## config.mk

```make
export PLATFORM = sky130hd
export DESIGN_NAME = cdb_arbiter_flat
export DESIGN_NICKNAME = d
export VERILOG_FILES = /design/src/rtl/cdb_arbiter_if.sv /design/src/rtl/cdb_arbiter.sv /design/src/flat_wrapper.sv
export SDC_FILE = /design/constraint.sdc
export NUM_CORES = 1
export LEC_CHECK = 0
export ABC_CLOCK_PERIOD_IN_PS = 2100
export CORE_MARGIN = 3
export CORE_UTILIZATION = 37
export DETAILED_ROUTE_END_ITERATION = 10
export PLACE_DENSITY = 0.91
export SLEW_MARGIN = 20
export SYNTH_ARGS = -nofsm -noshare
export SYNTH_HDL_FRONTEND = slang
export SYNTH_SLANG_ARGS = --single-unit
```

## constraint.sdc

```tcl
create_clock -name clk -period 2.1 [get_ports clk]
set_input_delay 0.42 -clock clk [delete_from_list [all_inputs] [get_ports clk]]
set_output_delay 0.42 -clock clk [all_outputs]
set_load 0.01 [all_outputs]
```

## src/rtl/cdb_arbiter_if.sv

```systemverilog
// Requester-to-CDB bundle: per-FU result handshake in, registered broadcast out.
// "master" is the functional-unit/consumer side, "slave" is the arbiter.
interface cdb_arbiter_if #(
  parameter int N_REQ  = 3,
  parameter int TAG_W  = 4,
  parameter int ROB_W  = 3,
  parameter int DATA_W = 32
);
  logic [N_REQ-1:0]        req_valid;
  logic [N_REQ*TAG_W-1:0]  req_tag;
  logic [N_REQ*ROB_W-1:0]  req_rob;
  logic [N_REQ*DATA_W-1:0] req_data;
  logic [N_REQ-1:0]        req_ready;

  logic                    cdb_valid;
  logic [TAG_W-1:0]        cdb_tag;
  logic [ROB_W-1:0]        cdb_rob;
  logic [DATA_W-1:0]       cdb_data;
  logic [1:0]              cdb_src;

  modport master (
    output req_valid, req_tag, req_rob, req_data,
    input  req_ready, cdb_valid, cdb_tag, cdb_rob, cdb_data, cdb_src
  );

  modport slave (
    input  req_valid, req_tag, req_rob, req_data,
    output req_ready, cdb_valid, cdb_tag, cdb_rob, cdb_data, cdb_src
  );
endinterface

```

## src/rtl/cdb_arbiter.sv

```systemverilog
// Round-robin common-data-bus arbiter: one FU result granted per cycle, broadcast registered.
// Optional performance counters are enabled by defining CDB_ARB_PERF_CNT_EN.
module cdb_arbiter #(
  parameter int N_REQ    = 3,
  parameter int TAG_W    = 4,
  parameter int ROB_W    = 3,
  parameter int DATA_W   = 32,
  parameter int NULL_TAG = 12
) (
  input  logic clk,
  input  logic rst,
  input  logic flush,
  input  logic cdb_hold,
  cdb_arbiter_if.slave bus
`ifdef CDB_ARB_PERF_CNT_EN
  ,
  output logic [31:0] perf_grant_cnt,
  output logic [31:0] perf_conflict_cnt
`endif
);
  localparam int PTR_W = (N_REQ > 1) ? $clog2(N_REQ) : 1;
  localparam int SRC_W = 2;
  localparam logic [TAG_W-1:0] NULL_VAL = TAG_W'(NULL_TAG);

  logic [TAG_W-1:0]  tag_arr  [N_REQ];
  logic [ROB_W-1:0]  rob_arr  [N_REQ];
  logic [DATA_W-1:0] data_arr [N_REQ];

  logic [PTR_W-1:0]  rr_ptr_reg;
  logic [PTR_W-1:0]  rr_ptr_next;
  logic [N_REQ-1:0]  upper_mask;
  logic [N_REQ-1:0]  pick;
  logic [PTR_W-1:0]  win_idx;
  logic              win_found;
  logic              grant_en;
  logic [N_REQ-1:0]  ready;

  logic              cdb_valid_reg;
  logic [TAG_W-1:0]  cdb_tag_reg;
  logic [ROB_W-1:0]  cdb_rob_reg;
  logic [DATA_W-1:0] cdb_data_reg;
  logic [SRC_W-1:0]  cdb_src_reg;

  generate
    for (genvar gi = 0; gi < N_REQ; gi++) begin : g_req
      assign tag_arr[gi]  = bus.req_tag[gi*TAG_W +: TAG_W];
      assign rob_arr[gi]  = bus.req_rob[gi*ROB_W +: ROB_W];
      assign data_arr[gi] = bus.req_data[gi*DATA_W +: DATA_W];
      assign ready[gi]    = grant_en && (win_idx == PTR_W'(gi));
    end
  endgenerate

  // Requesters at or above rr_ptr win first; if none of them is valid,
  // the scan wraps to the lowest valid index.
  always_comb begin
    upper_mask = '0;
    for (int i = 0; i < N_REQ; i++) begin
      upper_mask[i] = (PTR_W'(i) >= rr_ptr_reg);
    end
    pick = ((bus.req_valid & upper_mask) != '0) ? (bus.req_valid & upper_mask)
                                                 : bus.req_valid;
    win_idx   = '0;
    win_found = 1'b0;
    for (int i = N_REQ - 1; i >= 0; i--) begin
      if (pick[i]) begin
        win_found = 1'b1;
        win_idx   = PTR_W'(i);
      end
    end
  end

  assign grant_en    = win_found && !flush && !cdb_hold && !rst;
  assign rr_ptr_next = (win_idx == PTR_W'(N_REQ - 1)) ? '0 : win_idx + PTR_W'(1);
  assign bus.req_ready = ready;

  always_ff @(posedge clk) begin
    if (rst) begin
      rr_ptr_reg    <= '0;
      cdb_valid_reg <= 1'b0;
      cdb_tag_reg   <= NULL_VAL;
      cdb_rob_reg   <= '0;
      cdb_data_reg  <= '0;
      cdb_src_reg   <= '0;
    end else begin
      if (flush) begin
        rr_ptr_reg <= '0;
      end else if (grant_en) begin
        rr_ptr_reg <= rr_ptr_next;
      end

      if (grant_en) begin
        // A null-tag result is consumed but never announced to consumers.
        cdb_valid_reg <= (tag_arr[win_idx] != NULL_VAL);
        cdb_tag_reg   <= tag_arr[win_idx];
        cdb_rob_reg   <= rob_arr[win_idx];
        cdb_data_reg  <= data_arr[win_idx];
        cdb_src_reg   <= SRC_W'(win_idx);
      end else begin
        cdb_valid_reg <= 1'b0;
        cdb_tag_reg   <= NULL_VAL;
      end
    end
  end

  assign bus.cdb_valid = cdb_valid_reg;
  assign bus.cdb_tag   = cdb_tag_reg;
  assign bus.cdb_rob   = cdb_rob_reg;
  assign bus.cdb_data  = cdb_data_reg;
  assign bus.cdb_src   = cdb_src_reg;

`ifdef CDB_ARB_PERF_CNT_EN
  localparam int CNT_W = $clog2(N_REQ + 1);

  logic [CNT_W-1:0] valid_cnt;
  logic [31:0]      grant_cnt_reg;
  logic [31:0]      conflict_cnt_reg;

  always_comb begin
    valid_cnt = '0;
    for (int i = 0; i < N_REQ; i++) begin
      valid_cnt = valid_cnt + CNT_W'(bus.req_valid[i]);
    end
  end

  always_ff @(posedge clk) begin
    if (rst) begin
      grant_cnt_reg    <= '0;
      conflict_cnt_reg <= '0;
    end else begin
      if (grant_en) begin
        grant_cnt_reg <= grant_cnt_reg + 32'd1;
      end
      if (!flush && !cdb_hold && (valid_cnt >= CNT_W'(2))) begin
        conflict_cnt_reg <= conflict_cnt_reg + 32'd1;
      end
    end
  end

  assign perf_grant_cnt    = grant_cnt_reg;
  assign perf_conflict_cnt = conflict_cnt_reg;
`endif
endmodule

```

## src/flat_wrapper.sv

```systemverilog
// flat-port wrapper written by rule: the top's interface ports become plain ports
module cdb_arbiter_flat 
#(
  parameter int N_REQ    = 3,
  parameter int TAG_W    = 4,
  parameter int ROB_W    = 3,
  parameter int DATA_W   = 32,
  parameter int NULL_TAG = 12
)
  (clk, rst, flush, cdb_hold, bus_req_valid, bus_req_tag, bus_req_rob, bus_req_data, bus_req_ready, bus_cdb_valid, bus_cdb_tag, bus_cdb_rob, bus_cdb_data, bus_cdb_src);
  cdb_arbiter_if #(.N_REQ(N_REQ), .TAG_W(TAG_W), .ROB_W(ROB_W), .DATA_W(DATA_W)) bus_i ();
  input  logic clk;
  input  logic rst;
  input  logic flush;
  input  logic cdb_hold;
  input wire logic [$bits(bus_i.req_valid)-1:0] bus_req_valid;
  input wire logic [$bits(bus_i.req_tag)-1:0] bus_req_tag;
  input wire logic [$bits(bus_i.req_rob)-1:0] bus_req_rob;
  input wire logic [$bits(bus_i.req_data)-1:0] bus_req_data;
  output wire logic [$bits(bus_i.req_ready)-1:0] bus_req_ready;
  output wire logic [$bits(bus_i.cdb_valid)-1:0] bus_cdb_valid;
  output wire logic [$bits(bus_i.cdb_tag)-1:0] bus_cdb_tag;
  output wire logic [$bits(bus_i.cdb_rob)-1:0] bus_cdb_rob;
  output wire logic [$bits(bus_i.cdb_data)-1:0] bus_cdb_data;
  output wire logic [$bits(bus_i.cdb_src)-1:0] bus_cdb_src;
  assign bus_i.req_valid = bus_req_valid;
  assign bus_i.req_tag = bus_req_tag;
  assign bus_i.req_rob = bus_req_rob;
  assign bus_i.req_data = bus_req_data;
  assign bus_req_ready = bus_i.req_ready;
  assign bus_cdb_valid = bus_i.cdb_valid;
  assign bus_cdb_tag = bus_i.cdb_tag;
  assign bus_cdb_rob = bus_i.cdb_rob;
  assign bus_cdb_data = bus_i.cdb_data;
  assign bus_cdb_src = bus_i.cdb_src;
  cdb_arbiter #(.N_REQ(N_REQ), .TAG_W(TAG_W), .ROB_W(ROB_W), .DATA_W(DATA_W), .NULL_TAG(NULL_TAG)) u_core (.clk(clk), .rst(rst), .flush(flush), .cdb_hold(cdb_hold), .bus(bus_i));
endmodule
```

==> run summary, run 1 <==
Hold Path Origin: u_core.bus.cdb_src[0]
Reg2Reg Depth: 5
Die X: 89.73 um
fin crit share: 97.52%
Synth Area in Simple Gates: 15.15%
Area Overhead vs Synth: 78.10%
worst hold slack: 0.4716 ns
Routed WL per cell: 17.82 um
Switching Power: 0.5570 mW
Worst-path clk slew: 0.08 ns
Top FF cell, synth: dfxtp_1
DR DRC count: 0
vias per cell: 5.673
Slew Viols, Final: 0
WS Path Type: in2out
outcome: finished clean
register area: 882.1 sq um
Clock Skews: 0.008035 ns
Site Rows: 29
post-synthesis xor/xnor area fraction: 0%
VDD IR max: 0.0003705 V
Post-DRT Antenna Nets: 0
total power divided by cell area: 498.9 nW/um^2
Synth Net Count: 423
Final setup viols: 0
clock buffer count from CTS: 5
R2R Setup Slk: 0.18 ns
CORE AREA: 6568 sq um
vias in the first global route: 3,351
Sequential Power Share: 39.2%
synth top area cells: dfxtp_1, o211a_1, o21ai_0, a211oi_1, nand3b_1
Slew headroom: 69.07%
CTS tree: yes
Yosys reg bits: 44
Min Clock Period, post-route: 2.048 ns
max_cap viols: 0
leakage power: 1.945 nW
RSZ-0062 raised after global routing: false
Req. time, crit path: 1.68 ns
pre-CTS setup slack: -0.4403 ns
# fillers: 545
Hold/Removal Path Class: reg2reg
CTS H-tree lvls: 2
GRT Resource Usage Total: 23.97%
asr flop ratio synth: 0%
crit path DAT: 1.63 ns
crit-path max FO: 2
global route overflow: 0
post-synth top area share: 33.96%
EDFF count, synth: 0
Comb pwr share: 28.0%
switch share: 24.17%
Worst Setup End Kind: output port
total chip power: 2.305 mW
clock root buffer: clkbuf_8
hold-fix buffers at CTS: 0
r2r startpoint: u_core.rr_ptr_reg[1]
IO Pins: 169
Total Nets Final: 593
Power Internal: 1.748 mW
initial antenna violation count: 1
Synth area leader: dfxtp_1
Clk pwr share: 32.8%
pin count of the biggest net entering global routing: 44
DP HPWL: 7175 um
sequential share of the synthesized area: 33.96%
IO buf count: 168
DR iter-0 viols: 123
crit path from: cdb_hold
CTS Sinks: 44
routability cong.: 0.8279
Synth Instances: 299
number of flip-flops under the largest register name: 32
f_max: 488.3 MHz
Max clock buf depth: 2
WL final: 10,030 um
Synth Warn #: 0
Clock Latency Late Sink: 0.30 ns
Synth Area in Compound Gates: 43.70%
Hold Crit Depth: 2
Critical Path Sink: bus_req_ready[2]
first-pass GRT wire length: 16,330 um
Final Hold Fails: 0
largest family of logic cells by synthesized area: compound AO/OA/AOI/OAI gates
Worst Max-Slew Pin Slew: 0.4633 ns
Via Count: 3,194
mux cell area share after synthesis: 0.3859%
mapped cell area: 2594 sq um
die area: 8051 sq um
layout cells sized above 1: 10.87%
Unique masters post-synth: 32
Vert. Die Dim: 89.73 um
Reg-to-Reg End: u_core.bus.cdb_data[8]
Initial DRT Pass Iterations: 5
Setup WS post-layout: 0.05218 ns
Multi-input gate area: 1573 sq um
Mapped Avg Cell Area: 8.675 sq um
Initial Utilization: 39.49%
Startpoint Class: input port
Synth Area in Adders: 0%
cells in the final DEF (no fill, tap or decap), drive strengths merged, types with 2 or more instances in the layout:
cell type	count
inv	2
a222oi	2
nand3b	36
nor2	6
bufinv	2
clkdlybuf4s50	160
a221o	2
buf	34
dlygate4sd2	5
nand2	3
dfxtp	44
a211oi	38
and2	2
a21oi	2
o211a	37
o21ai	73
or2	2
clkbuf	5
cells by family after synthesis:
family,count (synthesis)
AO/OA/AOI/OAI,160
buffers and inverters,39
flip-flops,44
multiplexers,1
AND/OR/NAND/NOR,55
per-stage QoR:
step	cell area [sq um]	util, %	std cells	TNS [ns]
after CTS	4617	70.30	562	0
after global routing	4619	70.34	563	0
final	4619	70.34	563	0
after global placement	4471	68.07	551	-10.34
after detailed placement	4471	68.07	551	-11.75
after floorplan	2594	-	299	0
power groups by stage:
stage | Clock (mW) | Combinational (mW) | Sequential (mW)
floorplan | 0 | 0.204 | 0.942
global placement | 0 | 0.628 | 0.921
detailed placement | 0 | 0.638 | 0.923
CTS | 0.771 | 0.644 | 0.904
global route | 0.792 | 0.690 | 0.909
finish | 0.756 | 0.644 | 0.904
layout make-up:
class / instances / share of cell area [%]
repair buffers: 200 / 41.33
multi-input cells: 216 / 34.05
flip-flops and latches: 44 / 19.10
well taps: 93 / 2.519
clock buffers: 5 / 1.490
clock inverters: 2 / 1.300
inverters: 2 / 0.1625
diodes: 1 / 0.05417
worst min-delay path by stage:
stage / end
after floorplan: u_core.bus.cdb_src[0]
after global placement: u_core.bus.cdb_src[0]
after detailed placement: u_core.bus.cdb_src[0]
after CTS: u_core.bus.cdb_src[0]
after global routing: u_core.bus.cdb_src[0]
final: u_core.bus.cdb_src[0]
metal layers:
metal  part of all wire [%]  track usage [%]  vias up  wire (um)
met5                      0                0        -          0
met1                     40            27.10     1532       4018
met2                     51            44.17      140       5112
li1                       -                -     1498          -
met4                    2.4            7.535        0        242
met3                    6.6            5.843       24        660
cell usage after synthesis (2+ instances only):
cell type and n:
buf_2 15, nor2_1 6, a221o_1 2, and2_1 2, o211a_1 37, o21ai_0 60
o21ai_1 13, dfxtp_1 44, a211oi_1 38, a21oi_1 2, inv_1 2, or2_1 2
nand3b_1 36, a222oi_1 2, clkbuf_1 19, nand2_1 3
worst max-delay path: stages:
cell and delay [ns]:
clkdlybuf4s50_1 0.42, or4_1 0.53, nor2_1 0.11, buf_2 0.15
timing repair:
action                                  CTS  global route
endpoints found under the setup margin    9             0
gates resized for setup                  16             0
buffers inserted                          4             0
(Power assumes the default switching activity.)
==> inputs of run 2 (changes only) <==
- CORE_MARGIN: 3 -> 2
==> run 2 against run 1 <==
Clock power is 6.1% lower. Clock skew down 0.0033 ns. Final area barely moved. Routed wire length decreased by 2.7%. Global-route usage is 0.63 points higher. Die area shrank 4.4%. Worst setup slack got worse by 0.013 ns. Cell count up 0.53%. Critical endpoint unchanged.
==> run summary, run 2 (synthesis results as in run 1) <==
IO buf count: 168 (unchanged)
layout cells sized above 1: 11.73% (+0.85 points)
initial antenna violation count: 1 (unchanged)
CP Cell Sequence: clkdlybuf4s50_1 -> or4_4 -> nor2_2 -> buf_2
CTS tree: yes
fin crit share: 98.15% (+0.64 points)
# fillers: 551 (+1.1%)
Startpoint Class: input port
Slew Viols, Final: 0 (unchanged)
max_cap viols: 0 (unchanged)
crit-path max FO: 3 (+1)
IO Pins: 169 (unchanged)
DR DRC count: 0 (unchanged)
CP peak stage delay: 0.51 ns (-0.02 ns)
hold-fix buffers at CTS: 0 (unchanged)
routability cong.: 0.8248 (-0.37%)
Max clock buf depth: 2 (unchanged)
Die X: 87.73 um (-2.2%)
first-pass GRT wire length: 14,970 um (-8.4%)
final cell area excluding filler cells: 4623 sq um (about the same)
final core utilization: 68.05% (-2.3 points)
die area: 7696 sq um (-4.4%)
VDD IR max: 0.0002755 V (-26%)
Final setup viols: 0 (unchanged)
WL final: 9758 um (-2.7%)
clock buffer count from CTS: 5 (unchanged)
Worst-path clk slew: 0.08 ns (about the same)
crit path DAT: 1.64 ns (about the same)
total chip power: 2.258 mW (-2.0%)
leakage power: 1.949 nW (+0.22%)
f_max: 485.2 MHz (-0.65%)
Slowest cell on crit path: or4_4
Setup TNS: 0 ns (unchanged)
Vert. Die Dim: 87.73 um (-2.2%)
vias in the first global route: 3,119 (-6.9%)
CTS Sinks: 44 (unchanged)
Post-DRT Antenna Nets: 0 (unchanged)
outcome: finished clean
total power divided by cell area: 488.5 nW/um^2 (-2.1%)
pin count of the biggest net entering global routing: 44 (unchanged)
Via Count: 3,164 (-0.94%)
Worst Max-Slew Pin Slew: 0.4742 ns (+0.01092 ns)
Clock Skews: 0.004702 ns (-0.003333 ns)
most common cell after layout, fill and taps aside: clkdlybuf4s50_1
DP HPWL: 7074 um (-1.4%)
Cell Area, Placed: 4482 sq um (+0.25%)
GRT Resource Usage Total: 24.60% (+0.63 points)
worst hold slack: 0.4559 ns (-0.01565 ns)
Min Clock Period, post-route: 2.061 ns (+0.01337 ns)
DR iter-0 viols: 211 (+72%)
clock root buffer: clkbuf_8
commonest cells after routing, fill and taps aside: clkdlybuf4s50_1, o21ai_0, dfxtp_1
global route overflow: 0 (unchanged)
Clock Latency Late Sink: 0.29 ns (about the same)
CTS H-tree lvls: 2 (unchanged)
Initial Utilization: 38.18% (-1.3 points)
number of flip-flops under the largest register name: 32 (unchanged)
Initial DRT Pass Iterations: 4 (-1)
Worst Setup End Kind: output port
Area Overhead vs Synth: 78.24% (about the same)
Slew headroom: 68.34% (-0.73 points)
Req. time, crit path: 1.68 ns (about the same)
vias per cell: 5.590 (-1.5%)
Hold/Removal Path Class: reg2reg
WS Path Type: in2out
CORE AREA: 6794 sq um (+3.4%)
Routed WL per cell: 17.24 um (-3.2%)
Total Nets Final: 592 (-0.17%)
Final Hold Fails: 0 (unchanged)
Site Rows: 30 (+3.4%)
-- run 2: final cells by class --
class	count	area [sq um]	area share (%)
antenna	1	2.502	0.05413
clock buffer	7	96.34	2.084
clock inverter	1	30.03	0.6495
inverter	2	7.507	0.1624
multi-input combinational	216	1584	34.26
sequential	44	882.1	19.08
tap	96	120.1	2.598
timing repair buffer	199	1901	41.11
-- run 2: worst max-delay path: cells and delay by family --
family	cells	cell delay, ns
simple gates	2	0.63
buf+inv	2	0.59
-- run 2: power breakdown --
group          internal (mW)  switching [mW]
Combinational          0.401           0.243
Sequential             0.880          0.0252
Clock                  0.420           0.290
Total                   1.70           0.558
-- run 2: layer usage --
layer	GRT usage [%]	wire, um	vias up
met5	0	0	-
met4	5.035	123	0
met3	5.749	808	14
met2	47.31	5198	160
met1	27.35	3628	1495
li1	-	-	1495
-- run 2: repair_timing --
item	in CTS	in global routing
gates cloned	0	0
buffers inserted	3	0
setup endpoints to repair	29	5
pin swaps	3	2
resized for setup	15	5
-- run 2: final timing paths --
kind                         start                     to  slack [ns]  depth (start not counted)
max                            rst       bus_req_ready[2]        0.04                          4
min          u_core.bus.cdb_src[0]  u_core.bus.cdb_src[0]        0.46                          2
min reg2reg  u_core.bus.cdb_src[0]  u_core.bus.cdb_src[0]        0.46                          2
max reg2reg   u_core.rr_ptr_reg[1]  u_core.bus.cdb_tag[0]        0.16                          6
-- run 2: metrics by stage --
stage | worst slack (ns) | instances
final | 0.03881 | 566
after global routing | -0.01710 | 566
after CTS | 0.001487 | 565
after detailed placement | -0.4327 | 555
after global placement | -0.4066 | 555
after floorplan | 0.2428 | 299
==> patch: new RTL, settings of run 1 <==
`DATA_W` is set to 32 in 3 places; all go to 48.
--- a/src/rtl/cdb_arbiter_if.sv
+++ b/src/rtl/cdb_arbiter_if.sv
@@ -4,7 +4,7 @@
   parameter int N_REQ  = 3,
   parameter int TAG_W  = 4,
   parameter int ROB_W  = 3,
-  parameter int DATA_W = 32
+  parameter int DATA_W = 48
 );
   logic [N_REQ-1:0]        req_valid;
   logic [N_REQ*TAG_W-1:0]  req_tag;
--- a/src/rtl/cdb_arbiter.sv
+++ b/src/rtl/cdb_arbiter.sv
@@ -4,7 +4,7 @@
   parameter int N_REQ    = 3,
   parameter int TAG_W    = 4,
   parameter int ROB_W    = 3,
-  parameter int DATA_W   = 32,
+  parameter int DATA_W   = 48,
   parameter int NULL_TAG = 12
 ) (
   input  logic clk,
--- a/src/flat_wrapper.sv
+++ b/src/flat_wrapper.sv
@@ -4,7 +4,7 @@
   parameter int N_REQ    = 3,
   parameter int TAG_W    = 4,
   parameter int ROB_W    = 3,
-  parameter int DATA_W   = 32,
+  parameter int DATA_W   = 48,
   parameter int NULL_TAG = 12
 )
   (clk, rst, flush, cdb_hold, bus_req_valid, bus_req_tag, bus_req_rob, bus_req_data, bus_req_ready, bus_cdb_valid, bus_cdb_tag, bus_cdb_rob, bus_cdb_data, bus_cdb_src);
Interface: changed (resized bus_cdb_data and bus_req_data); port bits go from 169 to 233. No check against the original RTL was run, so the function may have changed too.
==> patch against run 1 <==
  * Via count grew 36%
  * Sequential cell count grew 16
  * Area after synthesis grew 43%
  * Largest power group unchanged
  * Critical path depth is the same
  * Wire length grew 41%
  * Worst setup slack gained 35 ps
  * Clock skew is essentially flat
  * Power grew 40%
  * Cell area grew 38%
  * Sequential share of layout area shrank 0.27 points
==> patch: results (changes against run 1) <==
outcome: "complete, no violations"
tightest_slew_ps: 631.3  # +168.0 ps
whs_ps: 441.2  # -30.35 ps
io_buffers: 232  # +38%
hold_path_end: "u_core.rr_ptr_reg[0]$_SDFFE_PP0P_"
arrival_ps: 1590  # -40 ps
drt-total-wl_um: 14120  # +41%
first_pass_iters: 4  # -1
grt_pass1_wl_um: 22160  # +36%
cts_max_level: 3  # +1
final_net_count: 812  # +37%
fin_skew_ps: 8.023  # -0.01233 ps
globalplace.congestion: 0.8326  # +0.57%
dp_slack_ps: -581.9  # -141.6 ps
crit_fanout: 10  # +8
min_from: "flush"
numCtsBuffers: 9  # +4
drt_iter0_drc: 243  # +98%
ys_top_cells_by_count: "102 x o211ai_1, 60 x dfxtp_1, 53 x inv_1, 51 x a32o_1, 51 x o21a_1"
ys_types: 37  # +16%
antenna_found_initial: 0  # -1
largest_reg_flops: 48  # +50%
p_leak_nw: 2.400  # +23%
grt_pass1_vias: 4427  # +32%
insertion_delay_ps: 330  # +30 ps
yosysSeqAreaShare: 0.3236  # -0.01605
r2r_cells: 6  # +1
r2r_slack_ps: 210  # +30 ps
via_per_inst: 5.605  # -1.2%
critPathSlowestCell: "dfxtp_1"
dpl.hpwl_um: 10280  # +43%
syn_nets: 589  # +39%
peakVddDrop_mv: 0.4274  # +15%
fill_cells: 723  # +33%
critPathTopFamily: "flip-flops"
rr_endpoint: "u_core.bus.cdb_data[22]$_SDFFE_PP0P_"
grt_use_total: 0.2399  # about the same
antenna_cells: 0  # -1
hold_depth: 3  # +1
patch: worst max path at each step:
stage / startpoint / to / slack (ps) / cells past startpoint
global route: bus_req_valid[2] / bus_req_ready[1] / 30 / 8
global placement: bus_req_valid[0] / bus_req_ready[2] / -560 / 5
finish: u_core.rr_ptr_reg[1]$_SDFFE_PP0P_ / bus_req_ready[0] / 90 / 4
CTS: rst / bus_req_ready[0] / 6 / 5
floorplan: rst / bus_req_ready[2] / 150 / 5
detailed placement: bus_req_valid[2] / bus_req_ready[2] / -580 / 5
patch: layer usage:
layer,vias to the layer above,routed length [um],track usage
met2,196,7159,0.4362
met4,0,368,0.08418
met3,31,1178,0.06861
met5,-,0,0
met1,2049,5416,0.2648
li1,2062,-,-
patch: worst register-to-register path, stage by stage, from the launching register on:
cell	delay, ps
dfxtp_1	520
buf_4	210
a21oi_4	60
buf_4	310
o211ai_1	300
o211ai_1	160
a32o_1	230
patch: per-stage QoR:
| stage | area [um2] | cells | util | setup TNS [ps] |
|---|---|---|---|---|
| floorplan | 3712 | 417 | - | 0 |
| CTS | 6376 | 774 | 0.6710 | 0 |
| finish | 6387 | 774 | 0.6722 | 0 |
| detailed placement | 6141 | 752 | 0.6462 | -17650 |
| global placement | 6141 | 752 | 0.6462 | -16050 |
| global route | 6387 | 774 | 0.6722 | 0 |
patch: final cells by class:
cell class              count  area share
multi-input cells         249      0.3166
repair buffers            266      0.4065
flip-flops and latches     60      0.1882
clock inverters             4    0.007444
clock buffers              12     0.02429
well taps                 129     0.02527
inverters                  54     0.03173
patch: power by group:
group	total (mW)	switching, mW	internal, mW
combinational	0.929	0.359	0.570
clock	1.07	0.461	0.610
sequential	1.24	0.0334	1.20
patch: logic make-up (layout without fill, tap and decap cells):
| family | Yosys count | after routing | synth area share |
|---|---|---|---|
| flops | 60 | 60 | 0.3236 |
| compound gates | 223 | 223 | 0.4954 |
| simple gates | 25 | 25 | 0.04281 |
| mux | 1 | 1 | 0.002696 |
| buf+inv | 108 | 336 | 0.1355 |
patch: what timing repair did:
item	4_1_cts	5_1_grt
hold endpoints to repair	0	0
gates cloned	0	0
setup endpoints to repair	3	5
buffers inserted	10	0
hold buffers	0	0
gates resized for setup	15	4
pin swaps	1	3
